## config.mk

```make
export PLATFORM = sky130hd
export DESIGN_NAME = store_commit_ctrl
export DESIGN_NICKNAME = d
export VERILOG_FILES = /design/src/rtl/store_ctrl_pkg.sv /design/src/rtl/store_commit_cnt.sv /design/src/rtl/store_commit_ctrl.sv
export SDC_FILE = /design/constraint.sdc
export NUM_CORES = 1
export LEC_CHECK = 0
export BUFFER_PORTS_ARGS = -buffer_cell sky130_fd_sc_hd__buf_4
export CAP_MARGIN = 40
export CORE_MARGIN = 2
export CORE_UTILIZATION = 52
export DETAILED_ROUTE_END_ITERATION = 8
export PLACE_DENSITY = 0.89
export SLEW_MARGIN = 20
export SYNTH_ARGS = -nofsm -noshare
export SYNTH_HDL_FRONTEND = slang
export SYNTH_SLANG_ARGS = --single-unit
```

## constraint.sdc

```tcl
create_clock -name i_clk -period 7.4 [get_ports i_clk]
set_input_delay 1.11 -clock i_clk [delete_from_list [all_inputs] [get_ports i_clk]]
set_output_delay 1.11 -clock i_clk [all_outputs]
set_load 0.02 [all_outputs]
```

## src/rtl/store_ctrl_pkg.sv

```systemverilog
// Shared definitions for the store retirement sequencer: FSM encoding and
// queue-entry field positions derived from the tag/address widths.
package store_ctrl_pkg;

  typedef enum logic [1:0] {ST_IDLE, ST_REQ, ST_WAIT, ST_POP} state_t;

  // Entry layout, MSB->LSB: {A, val, addr, V, D, tag}
  function automatic int fld_d(input int wt);
    return wt;
  endfunction

  function automatic int fld_v(input int wt);
    return wt + 1;
  endfunction

  function automatic int fld_addr_lo(input int wt);
    return wt + 2;
  endfunction

  function automatic int fld_val(input int wt, input int wa);
    return wt + wa + 2;
  endfunction

  function automatic int fld_a(input int wt, input int wa);
    return wt + wa + 3;
  endfunction

endpackage

```

## src/rtl/store_commit_cnt.sv

```systemverilog
// Saturating up/down count of committed-but-unwritten stores, with a sticky
// overflow flag when a commit arrives while already full.
module store_commit_cnt #(
  parameter int WIDTH = 4
) (
  input  logic           i_clk,
  input  logic           i_rst_n,
  input  logic           inc,
  input  logic           dec,
  output logic [WIDTH:0] cnt,
  output logic           err
);

  localparam logic [WIDTH:0] SIZE = {1'b1, {WIDTH{1'b0}}};

  always_ff @(posedge i_clk or negedge i_rst_n) begin
    if (!i_rst_n) begin
      cnt <= '0;
      err <= 1'b0;
    end else begin
      if (inc && !dec) begin
        if (cnt == SIZE) err <= 1'b1;
        else             cnt <= cnt + 1'b1;
      end else if (dec && !inc && cnt != '0) begin
        cnt <= cnt - 1'b1;
      end
    end
  end

endmodule

```

## src/rtl/store_commit_ctrl.sv

```systemverilog
// Store address queue retirement: writes committed, resolved head entries to
// memory via req/gnt/done, drains killed entries, then pops the head.
module store_commit_ctrl
  import store_ctrl_pkg::*;
#(
  parameter int WIDTH_TAG  = 5,
  parameter int WIDTH_ADDR = 32,
  parameter int WIDTH      = 4,
  parameter int WIDTH_DATA = 4 + WIDTH_ADDR + WIDTH_TAG
) (
  input  logic                  i_clk,
  input  logic                  i_rst_n,
  input  logic [WIDTH_DATA-1:0] i_entry,
  input  logic                  i_empty,
  output logic                  o_re,
  input  logic                  i_commit,
  output logic                  o_mem_req,
  output logic [WIDTH_ADDR-1:0] o_mem_addr,
  output logic [WIDTH_TAG-1:0]  o_mem_tag,
  input  logic                  i_mem_gnt,
  input  logic                  i_mem_done,
  output logic                  o_busy,
  output logic                  o_err
);

  localparam int A_BIT   = fld_a(WIDTH_TAG, WIDTH_ADDR);
  localparam int VAL_BIT = fld_val(WIDTH_TAG, WIDTH_ADDR);
  localparam int ADDR_LO = fld_addr_lo(WIDTH_TAG);
  localparam int V_BIT   = fld_v(WIDTH_TAG);
  localparam int D_BIT   = fld_d(WIDTH_TAG);

  logic                  e_a, e_val, e_v, e_d;
  logic [WIDTH_ADDR-1:0] e_addr;
  logic [WIDTH_TAG-1:0]  e_tag;
  logic                  head_ok;

  assign e_a     = i_entry[A_BIT];
  assign e_val   = i_entry[VAL_BIT];
  assign e_addr  = i_entry[ADDR_LO +: WIDTH_ADDR];
  assign e_v     = i_entry[V_BIT];
  assign e_d     = i_entry[D_BIT];
  assign e_tag   = i_entry[WIDTH_TAG-1:0];
  assign head_ok = !i_empty && e_a;

  state_t         state;
  logic           pop_val;
  logic [WIDTH:0] cnt;

  store_commit_cnt #(.WIDTH(WIDTH)) u_cnt (
    .i_clk   (i_clk),
    .i_rst_n (i_rst_n),
    .inc     (i_commit),
    .dec     (state == ST_POP && pop_val),
    .cnt     (cnt),
    .err     (o_err)
  );

  // Outputs are registered alongside the state so nothing is combinational
  // from inputs; pop_val remembers whether the popped entry owes a decrement.
  always_ff @(posedge i_clk or negedge i_rst_n) begin
    if (!i_rst_n) begin
      state      <= ST_IDLE;
      pop_val    <= 1'b0;
      o_re       <= 1'b0;
      o_mem_req  <= 1'b0;
      o_busy     <= 1'b0;
      o_mem_addr <= '0;
      o_mem_tag  <= '0;
    end else begin
      case (state)
        ST_IDLE: begin
          if (head_ok && !e_val) begin
            state   <= ST_POP;
            pop_val <= 1'b0;
            o_re    <= 1'b1;
            o_busy  <= 1'b1;
          end else if (head_ok && e_v && e_d && cnt != '0) begin
            state      <= ST_REQ;
            pop_val    <= 1'b1;
            o_mem_req  <= 1'b1;
            o_busy     <= 1'b1;
            o_mem_addr <= e_addr;
            o_mem_tag  <= e_tag;
          end
        end
        ST_REQ: begin
          if (i_mem_gnt) begin
            state     <= ST_WAIT;
            o_mem_req <= 1'b0;
          end
        end
        ST_WAIT: begin
          if (i_mem_done) begin
            state <= ST_POP;
            o_re  <= 1'b1;
          end
        end
        ST_POP: begin
          state  <= ST_IDLE;
          o_re   <= 1'b0;
          o_busy <= 1'b0;
        end
        default: begin
          state     <= ST_IDLE;
          o_re      <= 1'b0;
          o_mem_req <= 1'b0;
          o_busy    <= 1'b0;
        end
      endcase
    end
  end

endmodule

```

### Yosys cells after proc, flatten, opt, wreduce, memory -nomap -nowiden

Index checks and enable logic that the tools add are counted.

* $add $sub $neg: 2
* eq/ne operators: 11
* mux-type cells: 18
* bitwise gates (word level): 1
* reductions and logical operators: 28

Operators by type and width (count)
* 2-to-1 mux 5 bit: 3
* inequality test 2 bit, second input constant: 6
* logical AND 1 bit: 9
* AND reduction 3 bit: 3
* 2-to-1 mux 2 bit: 4
* case mux 2 bit (4 select lines): 1
* AND reduction 2 bit: 4
* nonzero test 2 bit: 4
* 2-to-1 mux 1 bit: 7
* adder 5 x 1 -> 5 bit, second input constant: 1
* == test 5 bit, second input constant: 1
* nonzero test 5 bit: 1
* subtractor 5 x 1 -> 5 bit, second input constant: 1
* == test 2 bit, second input constant: 2
* zero test 1 bit: 4
* case mux 1 bit (2 select lines): 2
* AND reduction 4 bit: 1
* inequality test 3 bit, second input constant: 1
* case mux 1 bit (3 select lines): 1
* nonzero test 3 bit: 1
* == test 2 x 1 -> 1 bit, second input constant: 1
* zero test 2 bit: 1
* inverter 1 bit: 1

* flip-flop bits (word level): 49
* bits of input ports: 47
* word-level logic and storage cells: 69

### Logic depth before layout (Yosys ltp)

Gate-level depths: netlist of the first run.

* depth in word-level cells: 8
* mapped depth: 9

### Hierarchy

A second synthesis of the first run with hierarchy kept.

* cell total of the unflattened synthesis: 174
* area total of the unflattened synthesis: 2354.8 um2

Modules (own cells, without submodules)
* store_commit_ctrl: instances 1, cells an instance 124, area each 1828.0 um2
* store_commit_cnt: instances 1, cells an instance 50, area each 526.8 um2

### Worst setup path after synthesis of the first run

No wires, ideal clock.

* path type: input to register
* from: input i_commit
* to: register u_cnt.cnt[4]
* library setup time: 0.138 ns
* arrival time: 2.840 ns
* required time: 7.262 ns
* path slack: 4.422 ns
* stages on the path: 8
* buffers on the path: 1
* cell sequence: clkbuf_1 inv_1 nor2_1 inv_1 fa_1 a21o_1 a21oi_1 mux4_2

* longest elaborated chain between the ends: 5
* elaborated cells between the ends (all ways): 8
* classes of those cells: eq/ne: 1; mux: 1; reduce/logical: 6

RTL lines
* start, declared: line store_commit_ctrl.sv:16 `input logic i_commit,`
* zero test 1 bit: line store_commit_cnt.sv:24 `end else if (dec && !inc && cnt != '0) begin`
* logical AND 1 bit (2 in series): line store_commit_cnt.sv:24
* nonzero test 2 bit (no line)
* AND reduction 2 bit (no line)
* end signal, assigned: line store_commit_cnt.sv:23 `else cnt <= cnt + 1'b1;`
* end signal, assigned: line store_commit_cnt.sv:25 `cnt <= cnt - 1'b1;`
* end, declared: line store_commit_cnt.sv:10 `output logic [WIDTH:0] cnt,`

Parallel ways exist; a longest one is shown, timed or not.
A chain may end at the register's enable or synchronous reset.

### Worst setup path in the final report of the first run

Same ends and word-level chain as after synthesis.

==> impl_metrics.tcl, run 1 <==
set metrics [dict create \
    grt-ovfl-total 0 \
    cp_slowest_cell "fa_1" \
    path_common_cell "inv_1" \
    fin_crit_ps 2770 \
    critPathCaptureType "flop" \
    drt-vias-per-instance 5.50 \
    core_area_um2 4320 \
    drive_gt1_share_pct 50.4 \
    setup_viol 0 \
    cp-start-kind "input pin" \
    n_antenna_cell 0 \
    clock_path_buffers 2 \
    post_cts_buffers 0 \
    drv_slew 0 \
    pwr-share-comb_pct 49.5 \
    grt_pass1_vias 1711 \
    status "finished, final reports clean" \
    timing.critical_path.buf_inv 3 \
    worst_pin_slew_ps 617 \
    crit_path_max_fanout 9 \
    tns_ps 0 \
    cp_top_family "adder cells" \
    rsz0062_at_grt "no" \
    switching_power_uw 482 \
    finalInstanceArea_um2 3070 \
    ys_seq_area_share_pct 52.6 \
    fin_nets 321 \
    max_stage_delay_ps 440 \
    grt_first_pass_wirelength_um 8000 \
    cts_made_buffers 5 \
    synth.area.top_cells "dfrtp_1 (53%), mux2_2 (18%), ha_1 (4.3%), buf_8 (1.9%), o21ai_0 (1.7%)" \
    antenna_left 0 \
    dieArea_um2 5030 \
    netlist-cell-type-count 43 \
    place_congestion 0.951 \
    cts_resized 0 \
    portBuffers 87 \
    syn_to_final_growth_pct 31.6 \
    cts_hold_buf 0 \
    synth_area_um2 2330 \
    setup_ws_ps 4630 \
    post-route-period-util_pct 37.4 \
    wire_per_inst_um 16.3 \
    power.internal_uw 758 \
    worst_hold_path_type "reg -> reg" \
    timing.slew.headroom_pct 58.9 \
    irDropWorstVdd_v 0.000227 \
    synthFlopType "dfrtp_1" \
    leakage_nw 1.52 \
    cts_tree "done" \
    power_mw 1.24 \
    synth_top_area_share_pct 52.6 \
    dr.pass1.iters 4 \
    synth.avg_cell_area_um2 13.0 \
    reg2reg_slack_ps 4650 \
    h-tree-depth 2 \
    cp.arrival_ps 2940 \
    root_buffer "clkbuf_8" \
    drt_wl_total_um 5170 \
    path_class "in -> reg" \
    syn_inst 179 \
    placed_cell_area_um2 2980 \
    synth_edf_count 0 \
    dp_slack_ps 4330 \
    hpwl_um 3960 \
    std_cell_rows 24 \
    num_vias 1750 \
    io_pins 88 \
    antenna_found_initial 0 \
    initial_utilization_pct 53.9 \
    synthArstFlopShare_pct 100 \
    cellPowerDensity_nw_per_um2 404 \
    ys.warnings.count 0 \
    clock_skew_ps 6.22 \
    cts_sinks 49 \
    path_clk_slew_ps 80 \
    swShare_pct 38.8 \
    finalHoldViolCount 0 \
    clk_latency_ps 300 \
    synth-seq-cells 49 \
    path_cells "buf_4 > inv_1 > nor2_1 > inv_1 > fa_1 > a21o_1 > a21oi_1 > mux4_2" \
    seq_power_share_pct 38.3 \
    power_frac_clock_pct 12.2 \
    critPathRequiredTime_ps 7570 \
    initialDrtViolationCount 52 \
    drv_cap 0 \
    die_w_um 71.0 \
    die_h_um 71.0 \
    syn_nets 235 \
    fmax_mhz 361 \
    grt_usage_pct 20.7 \
    drcViolationCount 0 \
    synth_top_cell_by_area "dfrtp_1" \
    n_fill_cell 323 \
    grt_max_degree 50 \
]
## sequential cells by signal, indices dropped and copies added (netlist names)
| name | cells |
|---|---|
| u_cnt.cnt | 5 |
| o_mem_addr | 32 |
| o_mem_tag | 5 |
| o_busy | 1 |
| o_mem_req | 1 |
| state | 2 |
| u_cnt.err | 1 |
| o_re | 1 |
| pop_val | 1 |
## through the flow
stage	hold WS, ps	std cells	utilization (%)
final	490	318	70.9
after global routing	505	318	70.9
after CTS	493	318	70.9
after detailed placement	470	310	69.0
after global placement	476	310	69.0
after floorplan	506	179	-
## final cells by class
| class | count | area (µm²) | area share (%) |
|---|---|---|---|
| inverters | 6 | 22.5 | 0.734 |
| clock inverters | 1 | 7.51 | 0.245 |
| flip-flops and latches | 49 | 1230 | 40.0 |
| multi-input cells | 116 | 1020 | 33.1 |
| well taps | 52 | 65.1 | 2.12 |
| repair buffers | 87 | 653 | 21.3 |
| clock buffers | 7 | 76.3 | 2.49 |
## kinds of logic (layout without fill, tap and decap cells)
| family | count (synthesis) | after routing | share of synthesized area [%] |
|---|---|---|---|
| buffers and inverters | 14 | 101 | 3.81 |
| muxes | 41 | 41 | 20.2 |
| adders and majority gates | 9 | 9 | 5.15 |
| AOI/OAI and AO/OA | 31 | 31 | 9.29 |
| DFF | 49 | 49 | 52.6 |
| xor gates and xnor gates | 3 | 3 | 1.13 |
| and+or+nand+nor | 32 | 32 | 7.84 |
## cells in the mapped netlist, types with 3 or more instances
master     n
clkbuf_1   3
inv_1      6
a21oi_1    6
o21ai_0    8
ha_1       8
nor3_1     4
buf_8      3
nand2_1    7
nor2_1     6
dfrtp_1   49
mux2_2    37
## layout by cell type (no fill, tap or decap), types with 2 or more instances in the layout
cell type | synthesis | routed
nor2b_1 | 2 | 2
mux2i_1 | 2 | 2
a21oi_1 | 6 | 6
mux2_2 | 37 | 37
nand3_1 | 2 | 2
buf_4 | 0 | 87
clkbuf_1 | 3 | 2
a211oi_1 | 2 | 2
xor2_1 | 2 | 2
dfrtp_1 | 49 | 49
o21ai_0 | 8 | 8
nor2_1 | 6 | 6
a21o_1 | 2 | 2
nor3_1 | 4 | 4
inv_1 | 6 | 6
clkbuf_8 | 0 | 5
a2bb2oi_1 | 2 | 2
ha_1 | 8 | 8
nand2b_1 | 2 | 2
nand2_1 | 7 | 7
o21a_1 | 2 | 2
## final timing paths
path | start | to | cells past startpoint
worst max-delay path | i_commit | u_cnt.cnt[4]$_DFFE_PN0P_ | 8
worst min-delay path | u_cnt.err$_DFFE_PN0P_ | u_cnt.err$_DFFE_PN0P_ | 1
worst max register to register | state[0]$_DFFE_PN0P_ | u_cnt.cnt[4]$_DFFE_PN0P_ | 8
worst min register to register | u_cnt.err$_DFFE_PN0P_ | u_cnt.err$_DFFE_PN0P_ | 1
max in group asynchronous | i_rst_n | u_cnt.err$_DFFE_PN0P_ | 1
min in group asynchronous | i_rst_n | o_mem_addr[7]$_DFFE_PN0P_ | 1
## routing by layer
metal | track usage (%) | share of wire [%] | vias to the layer above
met5 | 0 | 0 | -
li1 | - | - | 822
met1 | 24.0 | 38 | 852
met4 | 7.55 | 1.5 | 0
met2 | 37.0 | 54 | 67
met3 | 5.56 | 5.8 | 9
## power by group through the flow
stage               Sequential [mW]  Combinational (mW)  Clock (mW)
floorplan                     0.582               0.265           0
global placement              0.470               0.597           0
detailed placement            0.480               0.618           0
CTS                           0.475               0.618       0.157
global route                  0.492               0.655       0.167
finish                        0.475               0.613       0.152
No activity file was read; power rests on OpenSTA's default activity.
==> run 2, diff against run 1 <==
--- a/config.mk
+++ b/config.mk
@@ -8,9 +8,9 @@
 export BUFFER_PORTS_ARGS = -buffer_cell sky130_fd_sc_hd__buf_4
 export CAP_MARGIN = 40
 export CORE_MARGIN = 2
-export CORE_UTILIZATION = 52
+export CORE_UTILIZATION = 44
 export DETAILED_ROUTE_END_ITERATION = 8
-export PLACE_DENSITY = 0.89
+export PLACE_DENSITY = 0.81
 export SLEW_MARGIN = 20
 export SYNTH_ARGS = -nofsm -noshare
 export SYNTH_HDL_FRONTEND = slang
==> constraint.sdc (replaced) <==
create_clock -name i_clk -period 2.3 [get_ports i_clk]
set_input_delay 0.345 -clock i_clk [delete_from_list [all_inputs] [get_ports i_clk]]
set_output_delay 0.345 -clock i_clk [all_outputs]
set_load 0.02 [all_outputs]
==> run 2 against run 1 <==
Compared with the run above: non-clock buffer count up 11; worst setup slack worse by 4500 ps; final area up 5.3%; critical path depth unchanged; first-iteration DRC count down 12%; largest cell class unchanged; sequential share of layout area down 2.0 points.
==> impl_metrics.tcl, run 2 (synthesis gave the netlist of run 1 again) <==
set metrics [dict create \
    status "finished, final reports clean" \
    critPathCaptureType "flop" \
    tns_ps 0 \
    finalHoldViolCount 0 \
    syn_to_final_growth_pct 38.5 \
    cts_sinks 49 \
    post-route-period-util_pct 96.3 \
    drv_slew 0 \
    place_congestion 0.903 \
    path_cells "ha_1 > and2_2 > nor2_4 > inv_2 > fa_2 > a21o_1 > a21oi_1 > mux4_2" \
    path_class "reg -> reg" \
    drive_gt1_share_pct 55.2 \
    dp_slack_ps -14.2 \
    max_stage_delay_ps 410 \
    setup_viol 0 \
    path_clk_slew_ps 90 \
    drt-vias-per-instance 5.10 \
    crit_path_max_fanout 6 \
    finalInstanceArea_um2 3230 \
    n_antenna_cell 0 \
    drt_wl_total_um 5050 \
    grt_usage_pct 18.2 \
    post-route-util_pct 63.2 \
    cp_slowest_cell "dfrtp_1" \
    root_buffer "clkbuf_8" \
    num_vias 1770 \
    largest_reg_flops 32 \
    fin_nets 332 \
    final_common_cell "buf_4" \
    top_usage_layer "met2" \
    antenna_found_initial 0 \
    leakage_nw 1.59 \
    portBuffers 87 \
    power_mw 4.15 \
    initial_utilization_pct 45.6 \
    timing.slew.headroom_pct 59.5 \
    critPathRequiredTime_ps 2460 \
    dr.pass1.iters 4 \
    drcViolationCount 0 \
    grt_use_met2_pct 32.1 \
    cellPowerDensity_nw_per_um2 1290 \
    placedCellCount 337 \
    final_cell_count_no_fill 347 \
    antenna_left 0 \
    largestRegisters "o_mem_addr x32, o_mem_tag x5, u_cnt.cnt x5" \
    clock_skew_ps 7.67 \
    hpwl_um 3820 \
    worst_pin_slew_ps 608 \
    grt-ovfl-total 0 \
    regMostFlops "o_mem_addr" \
    dieArea_um2 5900 \
    initialDrtViolationCount 46 \
    clk_latency_ps 290 \
    cts_tree "done" \
    wire_per_inst_um 14.5 \
    fin_crit_ps 2220 \
    holdWs_ps 59.9 \
    drv_cap 0 \
    irDropWorstVdd_v 0.000533 \
    h-tree-depth 2 \
    die_h_um 76.8 \
    fmax_mhz 451 \
    cp.arrival_ps 2380 \
    core_area_um2 5110 \
    grt_pass1_vias 1839 \
    cts_made_buffers 5 \
    grtUsageMet1_pct 23.1 \
    cp-start-kind "flop" \
    final_cell_mix "buf_4 (97), dfrtp_1 (49), mux2_2 (37), o21ai_0 (8)" \
    worst_hold_path_type "in -> async" \
    grt_first_pass_wirelength_um 8580 \
    use_met3_pct 3.06 \
    setup_ws_ps 84.5 \
    io_pins 88 \
    grt_max_degree 50 \
    placed_cell_area_um2 3090 \
    std_cell_rows 26 \
    die_w_um 76.8 \
    clock_path_buffers 2 \
]
## run 2: changes by cell type in the layout (fill, tap and decap cells not counted), sizes merged
cell	before	now
clkinv	0	2
buf	87	98
clkbuf	7	6
clkinvlp	1	0
## run 2: area by class of cell
class                           count  area (µm²)
Multi-Input combinational cell    116        1050
Sequential cell                    49        1230
Tap cell                           70        87.6
Timing Repair Buffer               98         748
Clock inverter                      2        13.8
Inverter                            6        22.5
Fill cell                         419        1880
Clock buffer                        6        82.6
## run 2: layer usage
metal  vias to the layer above  wire length (µm)
met5                         -                 0
met4                         0                40
met3                         6               266
met2                        62              2620
met1                       863              2110
li1                        839                 -
## run 2: worst max-delay path: cells and delay by family (launching register included)
| family | cells | cell delay [ps] |
|---|---|---|
| adders and majority gates | 2 | 590 |
| DFF | 1 | 410 |
| and+or+nand+nor | 2 | 350 |
| AOI/OAI and AO/OA | 2 | 340 |
| muxes | 1 | 310 |
| buffers and inverters | 1 | 90 |
## run 2: what timing repair did
action,4_1_cts,5_1_grt
buffers inserted,0,2
gates resized for setup,1,5
endpoints found under the setup margin,1,3
hold buffers,0,0
pin swaps,0,1
## run 2: where the power goes
group          total, mW  switching (mW)  internal [mW]
Sequential          1.50           0.248           1.25
Clock              0.524           0.280          0.244
Combinational       2.13            1.06           1.07
Total               4.15            1.59           2.56
## run 2: path summary, 6_finish.rpt
check                                 startpoint                    endpoint  slack (ps)  depth (start not counted)
min                                      i_rst_n       u_cnt.err$_DFFE_PN0P_          60                          1
max                         state[0]$_DFFE_PN0P_    u_cnt.cnt[4]$_DFFE_PN0P_          80                          8
max reg2reg                 state[0]$_DFFE_PN0P_    u_cnt.cnt[4]$_DFFE_PN0P_          80                          8
min in group i_clk                   i_entry[22]  o_mem_addr[15]$_DFFE_PN0P_         270                          2
min reg2reg                u_cnt.err$_DFFE_PN0P_       u_cnt.err$_DFFE_PN0P_         500                          1
max in group asynchronous                i_rst_n    u_cnt.cnt[4]$_DFFE_PN0P_        1840                          1
==> run 3, diff against run 2 <==
--- a/config.mk
+++ b/config.mk
@@ -8,9 +8,10 @@
 export BUFFER_PORTS_ARGS = -buffer_cell sky130_fd_sc_hd__buf_4
 export CAP_MARGIN = 40
 export CORE_MARGIN = 2
-export CORE_UTILIZATION = 44
+export CORE_UTILIZATION = 46
+export CTS_BUF_LIST = sky130_fd_sc_hd__clkbuf_2 sky130_fd_sc_hd__clkbuf_4 sky130_fd_sc_hd__clkbuf_8
 export DETAILED_ROUTE_END_ITERATION = 8
-export PLACE_DENSITY = 0.81
+export PLACE_DENSITY = 0.84
 export SLEW_MARGIN = 20
 export SYNTH_ARGS = -nofsm -noshare
 export SYNTH_HDL_FRONTEND = slang
==> constraint.sdc (replaced) <==
create_clock -name i_clk -period 2.3 [get_ports i_clk]
set_input_delay 0.23 -clock i_clk [delete_from_list [all_inputs] [get_ports i_clk]]
set_output_delay 0.23 -clock i_clk [all_outputs]
set_load 0.02 [all_outputs]
==> run 3 against run 2 <==
Compared with the run above: worst setup slack better by 6.9 ps; first-iteration DRC count unchanged; final area down 0.16%; clock-buffer cell count unchanged; clock power about the same; sequential share of layout area up 0.059 points; flip-flop and latch count unchanged; cell count unchanged; maximum frequency up 0.31%; largest cell class unchanged.
==> impl_metrics.tcl, run 3 (synthesis gave the netlist of run 1 again) <==
set metrics [dict create \
    grt_usage_pct 17.5 \
    n_antenna_cell 0 \
    drt_wl_total_um 5050 \
    n_fill_cell 396 \
    num_vias 1796 \
    post-route-util_pct 66.9 \
    antenna_found_initial 0 \
    power.internal_mw 2.54 \
    clock_skew_ps 11.9 \
    power_frac_clock_pct 12.7 \
    drcViolationCount 0 \
    die_w_um 75.2 \
    dieArea_um2 5650 \
    cp-start-kind "flop" \
    cts_made_buffers 5 \
    largest_reg_flops 32 \
    final_cell_count_no_fill 347 \
    clock_path_buffers 2 \
    initialDrtViolationCount 46 \
    core_area_um2 4820 \
    initial_utilization_pct 48.4 \
    holdWs_ps 161 \
    cp_slowest_cell "dfrtp_1" \
    finalInstanceArea_um2 3220 \
    io_pins 88 \
    regMostFlops "o_mem_addr" \
    cts_tree "done" \
    grt_pass1_vias 1764 \
    final_common_cell "buf_4" \
    drv_cap 0 \
    multiInputGateArea_um2 1020 \
    placedCellCount 336 \
    leakage_nw 1.60 \
    worst_hold_path_type "in -> reg" \
    hpwl_um 3790 \
    max_stage_delay_ps 430 \
    cellPowerDensity_nw_per_um2 1270 \
    fin_crit_ps 2210 \
    place_congestion 0.877 \
    setup_viol 0 \
    pwr-share-comb_pct 50.9 \
    largestRegisters "o_mem_addr x32, o_mem_tag x5, u_cnt.cnt x5" \
    swShare_pct 38.1 \
    root_buffer "clkbuf_8" \
    drive_gt1_share_pct 53.9 \
    switching_power_mw 1.57 \
    critPathCaptureType "flop" \
    h-tree-depth 2 \
    wire_per_inst_um 14.5 \
    drv_slew 0 \
    grt_first_pass_wirelength_um 7680 \
    irDropWorstVdd_v 0.000660 \
    seq_power_share_pct 36.4 \
    fmax_mhz 453 \
    regArea_um2 1230 \
    cts_sinks 49 \
    path_cells "ha_1 > and2_1 > nor2_2 > inv_1 > fa_2 > a21o_1 > a21oi_1 > mux4_2" \
    clk_latency_ps 290 \
    die_h_um 75.2 \
    std_cell_rows 25 \
    timing.slew.headroom_pct 54.2 \
    setup_ws_ps 91.4 \
    placed_cell_area_um2 3100 \
    finalHoldViolCount 0 \
    syn_to_final_growth_pct 38.3 \
    fin_nets 335 \
    worst_pin_slew_ps 680 \
    antenna_left 0 \
    drt-vias-per-instance 5.18 \
    portBuffers 87 \
    critPathRequiredTime_ps 2470 \
    crit_path_max_fanout 5 \
    path_class "reg -> reg" \
    status "finished, final reports clean" \
    final_cell_mix "buf_4 (99), dfrtp_1 (49), mux2_2 (37), o21ai_0 (8), ha_1 (8)" \
    dp_slack_ps 65.4 \
    cp.arrival_ps 2380 \
    post-route-period-util_pct 96.0 \
    grt-ovfl-total 0 \
    grt_max_degree 50 \
    dr.pass1.iters 5 \
    path_clk_slew_ps 90 \
]
[run 3: through the flow]
stage / TNS, ps / power [mW]
after floorplan: 0 / 2.73
after global routing: -12.2 / 4.41
after CTS: 0 / 4.11
final: 0 / 4.11
after detailed placement: 0 / 3.58
after global placement: 0 / 3.49
[run 3: layout make-up]
class	count	area share, %
Timing Repair Buffer	101	24.0
Clock inverter	2	0.427
Inverter	6	0.699
Multi-Input combinational cell	116	31.7
Sequential cell	49	38.0
Clock buffer	6	2.56
Tap cell	67	2.60
[run 3: worst max-delay path, delay by kind of cell, from the launching register on]
family | cells | cell delay [ps]
AO/OA/AOI/OAI | 2 | 340
adder cells (fa/ha/maj) | 2 | 600
buffers and inverters | 1 | 110
flip-flops | 1 | 430
multiplexers | 1 | 320
AND/OR/NAND/NOR | 2 | 300
[run 3: worst paths after layout]
kind | startpoint | to | slack, ps | cells past startpoint
setup / recovery | state[0]$_DFFE_PN0P_ | u_cnt.cnt[4]$_DFFE_PN0P_ | 90 | 8
hold / removal | i_entry[2] | o_mem_tag[2]$_DFFE_PN0P_ | 160 | 2
setup reg to reg | state[0]$_DFFE_PN0P_ | u_cnt.cnt[4]$_DFFE_PN0P_ | 90 | 8
hold reg to reg | u_cnt.err$_DFFE_PN0P_ | u_cnt.err$_DFFE_PN0P_ | 490 | 1
max in group asynchronous | i_rst_n | o_mem_tag[4]$_DFFE_PN0P_ | 1390 | 2
min in group asynchronous | i_rst_n | o_mem_req$_DFFE_PN0P_ | 490 | 2
[run 3: what timing repair did]
item | in CTS | in global routing
hold endpoints to repair | 49 | 0
hold buffers | 1 | 0
setup buffers | 0 | 2
gates resized for setup | 0 | 1
endpoints found under the setup margin | 0 | 2
[run 3: power by group through the flow]
stage / logic, mW / registers [mW] / clock network (mW)
2_1_floorplan: 0.855 / 1.87 / 0
3_3_place_gp: 2.00 / 1.49 / 0
3_5_place_dp: 2.07 / 1.51 / 0
4_1_cts: 2.08 / 1.49 / 0.543
5_1_grt: 2.28 / 1.55 / 0.581
6_report: 2.09 / 1.50 / 0.521
[run 3: per-layer routing]
metal  vias up  global-route usage (%)  share of wire (%)
met5         -                       0                  0
met4         0                    5.26               0.54
met3         4                    4.55                9.3
met2        80                    32.6                 52
met1       867                    19.6                 39
li1        845                       -                  -
